`config.mk`:
```
export PLATFORM = sky130hd
export DESIGN_NAME = ahb_if_ls_arbiter
export DESIGN_NICKNAME = d
export VERILOG_FILES = /design/src/rtl/ahb_if_ls_arbiter_pkg.sv /design/src/rtl/ahb_if_ls_arbiter_req_buf.sv /design/src/rtl/ahb_if_ls_arbiter.sv
export SDC_FILE = /design/constraint.sdc
export NUM_CORES = 1
export LEC_CHECK = 0
export ABC_AREA = 1
export CORE_ASPECT_RATIO = 1.1
export CORE_UTILIZATION = 38
export CTS_CLUSTER_DIAMETER = 150
export CTS_CLUSTER_SIZE = 25
export DETAILED_ROUTE_END_ITERATION = 8
export PLACE_DENSITY_LB_ADDON = 0.1
export SLEW_MARGIN = 25
export SYNTH_ARGS = -nofsm -noshare
export SYNTH_HDL_FRONTEND = slang
export SYNTH_HIERARCHICAL = 1
export SYNTH_SLANG_ARGS = --single-unit
export TNS_END_PERCENT = 5
```
`constraint.sdc`:
```
create_clock -name clk -period 1.9 [get_ports clk]
set_clock_uncertainty 0.2 [all_clocks]
set_input_delay 0.38 -clock clk [delete_from_list [all_inputs] [get_ports clk]]
set_output_delay 0.38 -clock clk [all_outputs]
set_load 0.005 [all_outputs]
```
`src/rtl/ahb_if_ls_arbiter_pkg.sv`:
```
// Shared AHB-Lite encodings and the data-phase / address-phase owner type.
package ahb_if_ls_arbiter_pkg;

    localparam logic [1:0] HTRANS_IDLE   = 2'b00;
    localparam logic [1:0] HTRANS_NONSEQ = 2'b10;
    localparam logic [2:0] HBURST_SINGLE = 3'b000;
    localparam logic [1:0] HRESP_OKAY    = 2'b00;
    localparam logic [1:0] HRESP_ERROR   = 2'b01;

    typedef enum logic [1:0] {
        OWN_NONE = 2'd0,
        OWN_I    = 2'd1,
        OWN_D    = 2'd2
    } own_e;

endpackage

```
`src/rtl/ahb_if_ls_arbiter_req_buf.sv`:
```
// One-entry capture buffer for a losing address phase (addr/ctrl + valid).
module ahb_req_buf #(
    parameter int W = 40
) (
    input  logic         clk,
    input  logic         rst_n,
    input  logic         i_set,
    input  logic         i_clr,
    input  logic [W-1:0] i_data,
    output logic         o_vld,
    output logic [W-1:0] o_data
);

    logic         r_vld;
    logic [W-1:0] r_data;

    // Capture has priority; capture and clear never target the same entry in one cycle.
    always_ff @(posedge clk or negedge rst_n) begin
        if (!rst_n) begin
            r_vld  <= 1'b0;
            r_data <= '0;
        end else if (i_set) begin
            r_vld  <= 1'b1;
            r_data <= i_data;
        end else if (i_clr) begin
            r_vld  <= 1'b0;
        end
    end

    assign o_vld  = r_vld;
    assign o_data = r_data;

endmodule

```
`src/rtl/ahb_if_ls_arbiter.sv`:
```
// Two-master (fetch I, load/store D) to one-slave AHB-Lite arbiter.
// Zero added latency for a lone master; the loser of a collision is parked in
// a one-entry buffer. D wins ties unless fetch has lost STARVE_MAX times in a row.
module ahb_if_ls_arbiter
    import ahb_if_ls_arbiter_pkg::*;
#(
    parameter int ADDR_W     = 32,
    parameter int DATA_W     = 32,
    parameter int STARVE_MAX = 4
) (
    input  logic              clk,
    input  logic              rst_n,
    input  logic [ADDR_W-1:0] i_haddr,
    input  logic [1:0]        i_htrans,
    input  logic [2:0]        i_hsize,
    input  logic [3:0]        i_hprot,
    output logic              i_hready,
    output logic [DATA_W-1:0] i_hrdata,
    output logic [1:0]        i_hresp,
    input  logic [ADDR_W-1:0] d_haddr,
    input  logic [1:0]        d_htrans,
    input  logic              d_hwrite,
    input  logic [2:0]        d_hsize,
    input  logic [3:0]        d_hprot,
    input  logic [DATA_W-1:0] d_hwdata,
    output logic              d_hready,
    output logic [DATA_W-1:0] d_hrdata,
    output logic [ADDR_W-1:0] s_haddr,
    output logic [1:0]        s_htrans,
    output logic              s_hwrite,
    output logic [2:0]        s_hsize,
    output logic [3:0]        s_hprot,
    output logic [2:0]        s_hburst,
    output logic [DATA_W-1:0] s_hwdata,
    input  logic [DATA_W-1:0] s_hrdata,
    input  logic              s_hready,
    input  logic [1:0]        s_hresp
);

    // Payload layout: {write, prot, size, addr}
    localparam int PW = ADDR_W + 8;

    own_e              r_dp_own, r_ap_lock;
    own_e              w_dp_own_nxt, w_ap_lock_nxt, w_sel;
    logic [3:0]        r_starve_cnt, w_starve_nxt;

    logic [PW-1:0]     w_live_i_pl, w_live_d_pl;
    logic [PW-1:0]     w_pend_i_q, w_pend_d_q;
    logic [PW-1:0]     w_src_i, w_src_d, w_sel_pl;
    logic              w_pend_i_vld, w_pend_d_vld;
    logic              w_live_i, w_live_d, w_req_i, w_req_d;
    logic              w_acc_i, w_acc_d, w_cap_i, w_cap_d;
    logic              w_i_hready, w_d_hready;

    assign w_live_i_pl = {1'b0, i_hprot, i_hsize, i_haddr};
    assign w_live_d_pl = {d_hwrite, d_hprot, d_hsize, d_haddr};

    // A live request only counts while the master has nothing parked.
    assign w_live_i = (i_htrans == HTRANS_NONSEQ) && !w_pend_i_vld;
    assign w_live_d = (d_htrans == HTRANS_NONSEQ) && !w_pend_d_vld;
    assign w_req_i  = w_pend_i_vld || w_live_i;
    assign w_req_d  = w_pend_d_vld || w_live_d;

    assign w_src_i  = w_pend_i_vld ? w_pend_i_q : w_live_i_pl;
    assign w_src_d  = w_pend_d_vld ? w_pend_d_q : w_live_d_pl;

    // Arbitration: held address phase first, then starvation relief, then D over I.
    always_comb begin
        w_sel = OWN_NONE;
        if (r_ap_lock != OWN_NONE)
            w_sel = r_ap_lock;
        else if ((r_starve_cnt == 4'(STARVE_MAX)) && w_req_i)
            w_sel = OWN_I;
        else if (w_req_d)
            w_sel = OWN_D;
        else if (w_req_i)
            w_sel = OWN_I;
    end

    assign w_acc_i = (w_sel == OWN_I) && s_hready;
    assign w_acc_d = (w_sel == OWN_D) && s_hready;

    // Ready reflects the owned data phase, otherwise whether the buffer is free.
    assign w_i_hready = (r_dp_own == OWN_I) ? s_hready : !w_pend_i_vld;
    assign w_d_hready = (r_dp_own == OWN_D) ? s_hready : !w_pend_d_vld;

    // Master believes it was accepted (hready=1) but lost: park the request.
    assign w_cap_i = w_live_i && w_i_hready && !w_acc_i;
    assign w_cap_d = w_live_d && w_d_hready && !w_acc_d;

    ahb_req_buf #(.W(PW)) u_pend_i (
        .clk    (clk),
        .rst_n  (rst_n),
        .i_set  (w_cap_i),
        .i_clr  (w_acc_i),
        .i_data (w_live_i_pl),
        .o_vld  (w_pend_i_vld),
        .o_data (w_pend_i_q)
    );

    ahb_req_buf #(.W(PW)) u_pend_d (
        .clk    (clk),
        .rst_n  (rst_n),
        .i_set  (w_cap_d),
        .i_clr  (w_acc_d),
        .i_data (w_live_d_pl),
        .o_vld  (w_pend_d_vld),
        .o_data (w_pend_d_q)
    );

    // Next data-phase owner, address lock and starvation count.
    always_comb begin
        w_dp_own_nxt  = r_dp_own;
        w_ap_lock_nxt = r_ap_lock;
        w_starve_nxt  = r_starve_cnt;
        if (s_hready) begin
            w_dp_own_nxt  = w_sel;
            w_ap_lock_nxt = OWN_NONE;
        end else if (w_sel != OWN_NONE) begin
            w_ap_lock_nxt = w_sel;
        end
        if (w_acc_i)
            w_starve_nxt = 4'd0;
        else if (w_acc_d && w_req_i && (r_starve_cnt != 4'(STARVE_MAX)))
            w_starve_nxt = r_starve_cnt + 4'd1;
    end

    // State registers; reset drops everything including parked requests.
    always_ff @(posedge clk or negedge rst_n) begin
        if (!rst_n) begin
            r_dp_own     <= OWN_NONE;
            r_ap_lock    <= OWN_NONE;
            r_starve_cnt <= 4'd0;
        end else begin
            r_dp_own     <= w_dp_own_nxt;
            r_ap_lock    <= w_ap_lock_nxt;
            r_starve_cnt <= w_starve_nxt;
        end
    end

    assign w_sel_pl = (w_sel == OWN_I) ? w_src_i :
                      (w_sel == OWN_D) ? w_src_d : '0;

    assign s_haddr  = w_sel_pl[ADDR_W-1:0];
    assign s_hsize  = w_sel_pl[ADDR_W +: 3];
    assign s_hprot  = w_sel_pl[ADDR_W+3 +: 4];
    assign s_hwrite = w_sel_pl[PW-1];
    assign s_htrans = (w_sel != OWN_NONE) ? HTRANS_NONSEQ : HTRANS_IDLE;
    assign s_hburst = HBURST_SINGLE;
    assign s_hwdata = (r_dp_own == OWN_D) ? d_hwdata : '0;

    assign i_hready = w_i_hready;
    assign d_hready = w_d_hready;
    assign i_hrdata = s_hrdata;
    assign d_hrdata = s_hrdata;
    assign i_hresp  = (r_dp_own == OWN_I) ? s_hresp : HRESP_OKAY;

endmodule

```
==> summary.md <==
| Metric | Value |
|---|---|
| Setup TNS | `-54.70 ns` |
| Critical path's most frequent cell | `buf_12` |
| Final setup violation count | `157` |
| Placed cell count | `1161` |
| Dpl hpwl | `12760 um` |
| Async SR Flop Fraction | `100.0%` |
| Synth Warn # | `6` |
| Clock Path Buffers | `2` |
| Ant diodes | `0` |
| Top_reg_cell synth | `dfrtp_1` |
| Worst reg2reg setup slack | `-0.34 ns` |
| FF+latch count, synth | `90` |
| Layout cells sized above 1 | `40.72%` |
| Final Hold Fails | `0` |
| Reg power frac | `22.9%` |
| Startpoint Class | `flop` |
| Overall Power | `0.01412 W` |
| Final #Nets | `1146` |
| Count of unique library cells instantiated by Yosys | `30` |
| Synthesized area | `6464 um^2` |
| Pin count of the biggest net entering global routing | `43` |
| Vias in the first global route | `5632` |
| Slowest stage cell, crit path | `dfrtp_1` |
| Status | `finished, violations left` |
| Critical Path Max Stage Delay | `0.39 ns` |
| Worst Path Buf+Inv | `5` |
| Peak VDD IR | `638.4 uV` |
| Period utilization | `138.9%` |
| Grt total ovfl | `0` |
| Hold Crit Class | `reg2reg` |
| Vias/cell | `4.772` |
| Gate power share | `65.0%` |
| Max Slew Vio Count | `0` |
| Routed WL per cell | `15.84 um` |
| Post-synthesis sequential area ratio | `34.84%` |
| Drt first pass iters | `5` |
| Failing checks | `setup timing` |
| CP max FO | `7` |
| Switching Fraction | `40.99%` |
| Syn_area_per_cell | `8.120 um^2` |
| Starting DRT DRC Count | `280` |
| Post-layout min period | `2.638 ns` |
| CP Capture Point | `s_haddr[15]` |
| Core Rows | `49` |
| Pint | `0.008330 W` |
| Worst r2r src | `r_starve_cnt[0]` |
| Reg-to-reg endpoint | `u_pend_d/o_data[2]` |
| Clock transition at path regs | `0.06 ns` |
| Gr usage total | `21.01%` |
| Place WS | `-1.094 ns` |
| Number of max-cap violations | `0` |
| Drt drc | `0` |
| Clock power share | `12.1%` |
| Area growth from synthesis to layout | `39.55%` |
| Antenna violations before repair | `0` |
| CP delay by family, top | `buffers and inverters` |
| # clock sinks | `90` |
| I/O pin total | `297` |
| RSZ-0062 raised after global routing | `yes` |
| Core Util, Final | `54.69%` |
| Port bufs | `196` |
| Die height | `138.8 um` |
| Core area | `16490 um^2` |
| R2R depth | `14` |
| Cell depth of the worst setup path | `13` |
| Starting Density | `39.19%` |
| Total number of vias | `5731` |
| Crit Path Category | `reg2out` |
| PD cells | `1565 nW/um^2` |
| P_leak | `4.470 nW` |
| GPL Wtd Cong | `0.8098` |
| Root Buffer | `clkbuf_16` |
| Mapped Cells | `796` |
| Worst EP arrival | `2.06 ns` |
| CP required | `1.32 ns` |
| Post-synth EDFFs | `0` |
| Crit end category | `output port` |
| Non-Filler Instances | `1201` |
| H-Tree Level Count | `3` |
| Routed wire length | `19030 um` |
| Inserted Clock Buffers | `9` |
| F_max | `0.3790 GHz` |
| Cell Chain, Critical Path | `inv_2, ha_4, nand2_2, nor2_4, nand3_2, nand2_4, nor2_8, buf_12, buf_12, buf_12, o211ai_2, o21ai_2, buf_2` |
| DRT antenna net count | `0` |
| Wire length of the first global-routing pass | `29160 um` |
| CTS tree | `yes` |
| Die area | `17540 um^2` |
| Final setup margin | `-0.7383 ns` |
| Worst skew pair latency | `0.34 ns` |
| Crit path from | `r_starve_cnt[0]` |
| Switch Pwr | `0.005785 W` |
| Die width | `126.4 um` |
-- cells in the final DEF, fill, tap and decap left out, types with 31 or more instances in the layout --
cell type / n
nand2_1: 238
clkdlybuf4s50_1: 120
dfrtp_1: 89
or2_2: 79
buf_4: 69
inv_1: 49
buf_2: 45
o21ai_2: 41
o211ai_2: 40
o21ai_0: 39
nor2_1: 31
-- through the flow --
stage | cell area [um^2] | hold slack (ns)
4_1_cts | 8915 | 0.2662
2_1_floorplan | 6519 | -0.1156
3_5_place_dp | 8453 | 0.08128
3_3_place_gp | 8453 | 0.07778
6_report | 9020 | 0.2644
5_1_grt | 9020 | 0.2830
-- power groups by stage --
stage          sequential [W]  combinational [W]  clock, W
3_5_place_dp          0.00324            0.00866         0
4_1_cts               0.00322            0.00899   0.00177
5_1_grt               0.00332            0.00997   0.00184
6_report              0.00323            0.00918   0.00171
3_3_place_gp          0.00320            0.00848         0
2_1_floorplan         0.00315            0.00541         0
-- area by class of cell --
| cell class | count | area (um^2) |
|---|---|---|
| sequential | 90 | 2253 |
| multi-input combinational | 537 | 3088 |
| clock inverter | 6 | 42.54 |
| timing repair buffer | 296 | 2885 |
| fill | 1536 | 7472 |
| inverter | 58 | 256.5 |
| clock buffer | 10 | 239.0 |
| tap | 204 | 255.2 |
-- cells by family (layout without fill, tap and decap cells) --
| logic type | Yosys count | count (layout) | share of synthesized area [%] |
|---|---|---|---|
| simple gates | 404 | 404 | 28.63 |
| other cells | 1 | 5 | 0.05802 |
| buf+inv | 173 | 370 | 19.18 |
| flops | 90 | 90 | 34.84 |
| compound gates | 124 | 124 | 16.63 |
| fa+ha+maj | 2 | 2 | 0.3871 |
| xor+xnor | 2 | 2 | 0.2711 |
-- worst register-to-register path: stages, from the launching register on --
cell     delay, ns
dfrtp_1       0.39
inv_2         0.09
ha_4          0.14
nand2_2       0.06
nor2_4        0.09
nand3_2       0.10
buf_4         0.15
buf_4         0.12
nand3_2       0.11
nor2_4        0.06
nor3_4        0.16
buf_6         0.19
inv_12        0.11
nand2_1       0.08
nand2_1       0.06
-- registers in the layout (all words and copies together) (netlist names) --
signal	count
u_pend_i/o_vld	1
r_starve_cnt	4
r_dp_own	2
u_pend_i/o_data	40
u_pend_d/o_data	40
u_pend_d/o_vld	1
r_ap_lock	2
-- synth_stat cells (3+ instances only) --
cell type | instances | area (um^2)
nand3_1 | 9 | 45.04
buf_4 | 68 | 510.5
nand2_4 | 4 | 45.04
nand2_2 | 22 | 137.6
nor2_1 | 39 | 146.4
o21ai_2 | 40 | 350.3
buf_12 | 6 | 120.1
o211ai_2 | 40 | 500.5
buf_6 | 13 | 146.4
o21ai_0 | 41 | 205.2
nand2_1 | 243 | 912.1
or2_2 | 79 | 494.2
dfrtp_1 | 90 | 2252
inv_1 | 54 | 202.7
nand4_1 | 3 | 18.77
clkbuf_8 | 12 | 165.2
clkbuf_1 | 14 | 52.55
-- per-layer routing --
metal	vias up	routed length (um)	part of all wire, %	track usage (%)
li1	2817	-	-	-
met1	2743	8371	44	26.70
met2	150	9528	50	36.44
met3	21	880	4.6	3.318
met4	0	244	1.3	6.405
met5	-	0	0	0
-- worst min-delay path by stage --
stage / start / end / slack, ns / cells past startpoint
2_1_floorplan: rst_n / r_ap_lock[0] / -0.12 / 0
3_3_place_gp: rst_n / u_pend_d/o_data[3] / 0.08 / 1
3_5_place_dp: rst_n / u_pend_d/o_data[3] / 0.08 / 1
4_1_cts: rst_n / u_pend_d/o_data[3] / 0.27 / 2
5_1_grt: rst_n / u_pend_d/o_data[3] / 0.28 / 2
6_report: u_pend_d/o_data[17] / u_pend_d/o_data[17] / 0.26 / 2
-- timing repair --
action	CTS	global route
resized for setup	285	20
buffers inserted	10	6
hold buffers	1	0
gates cloned	4	3
endpoints found under the hold margin	17	0
setup endpoints to repair	163	163
pin swaps	6	7
Note: power is estimated with default switching activity, not from simulation.
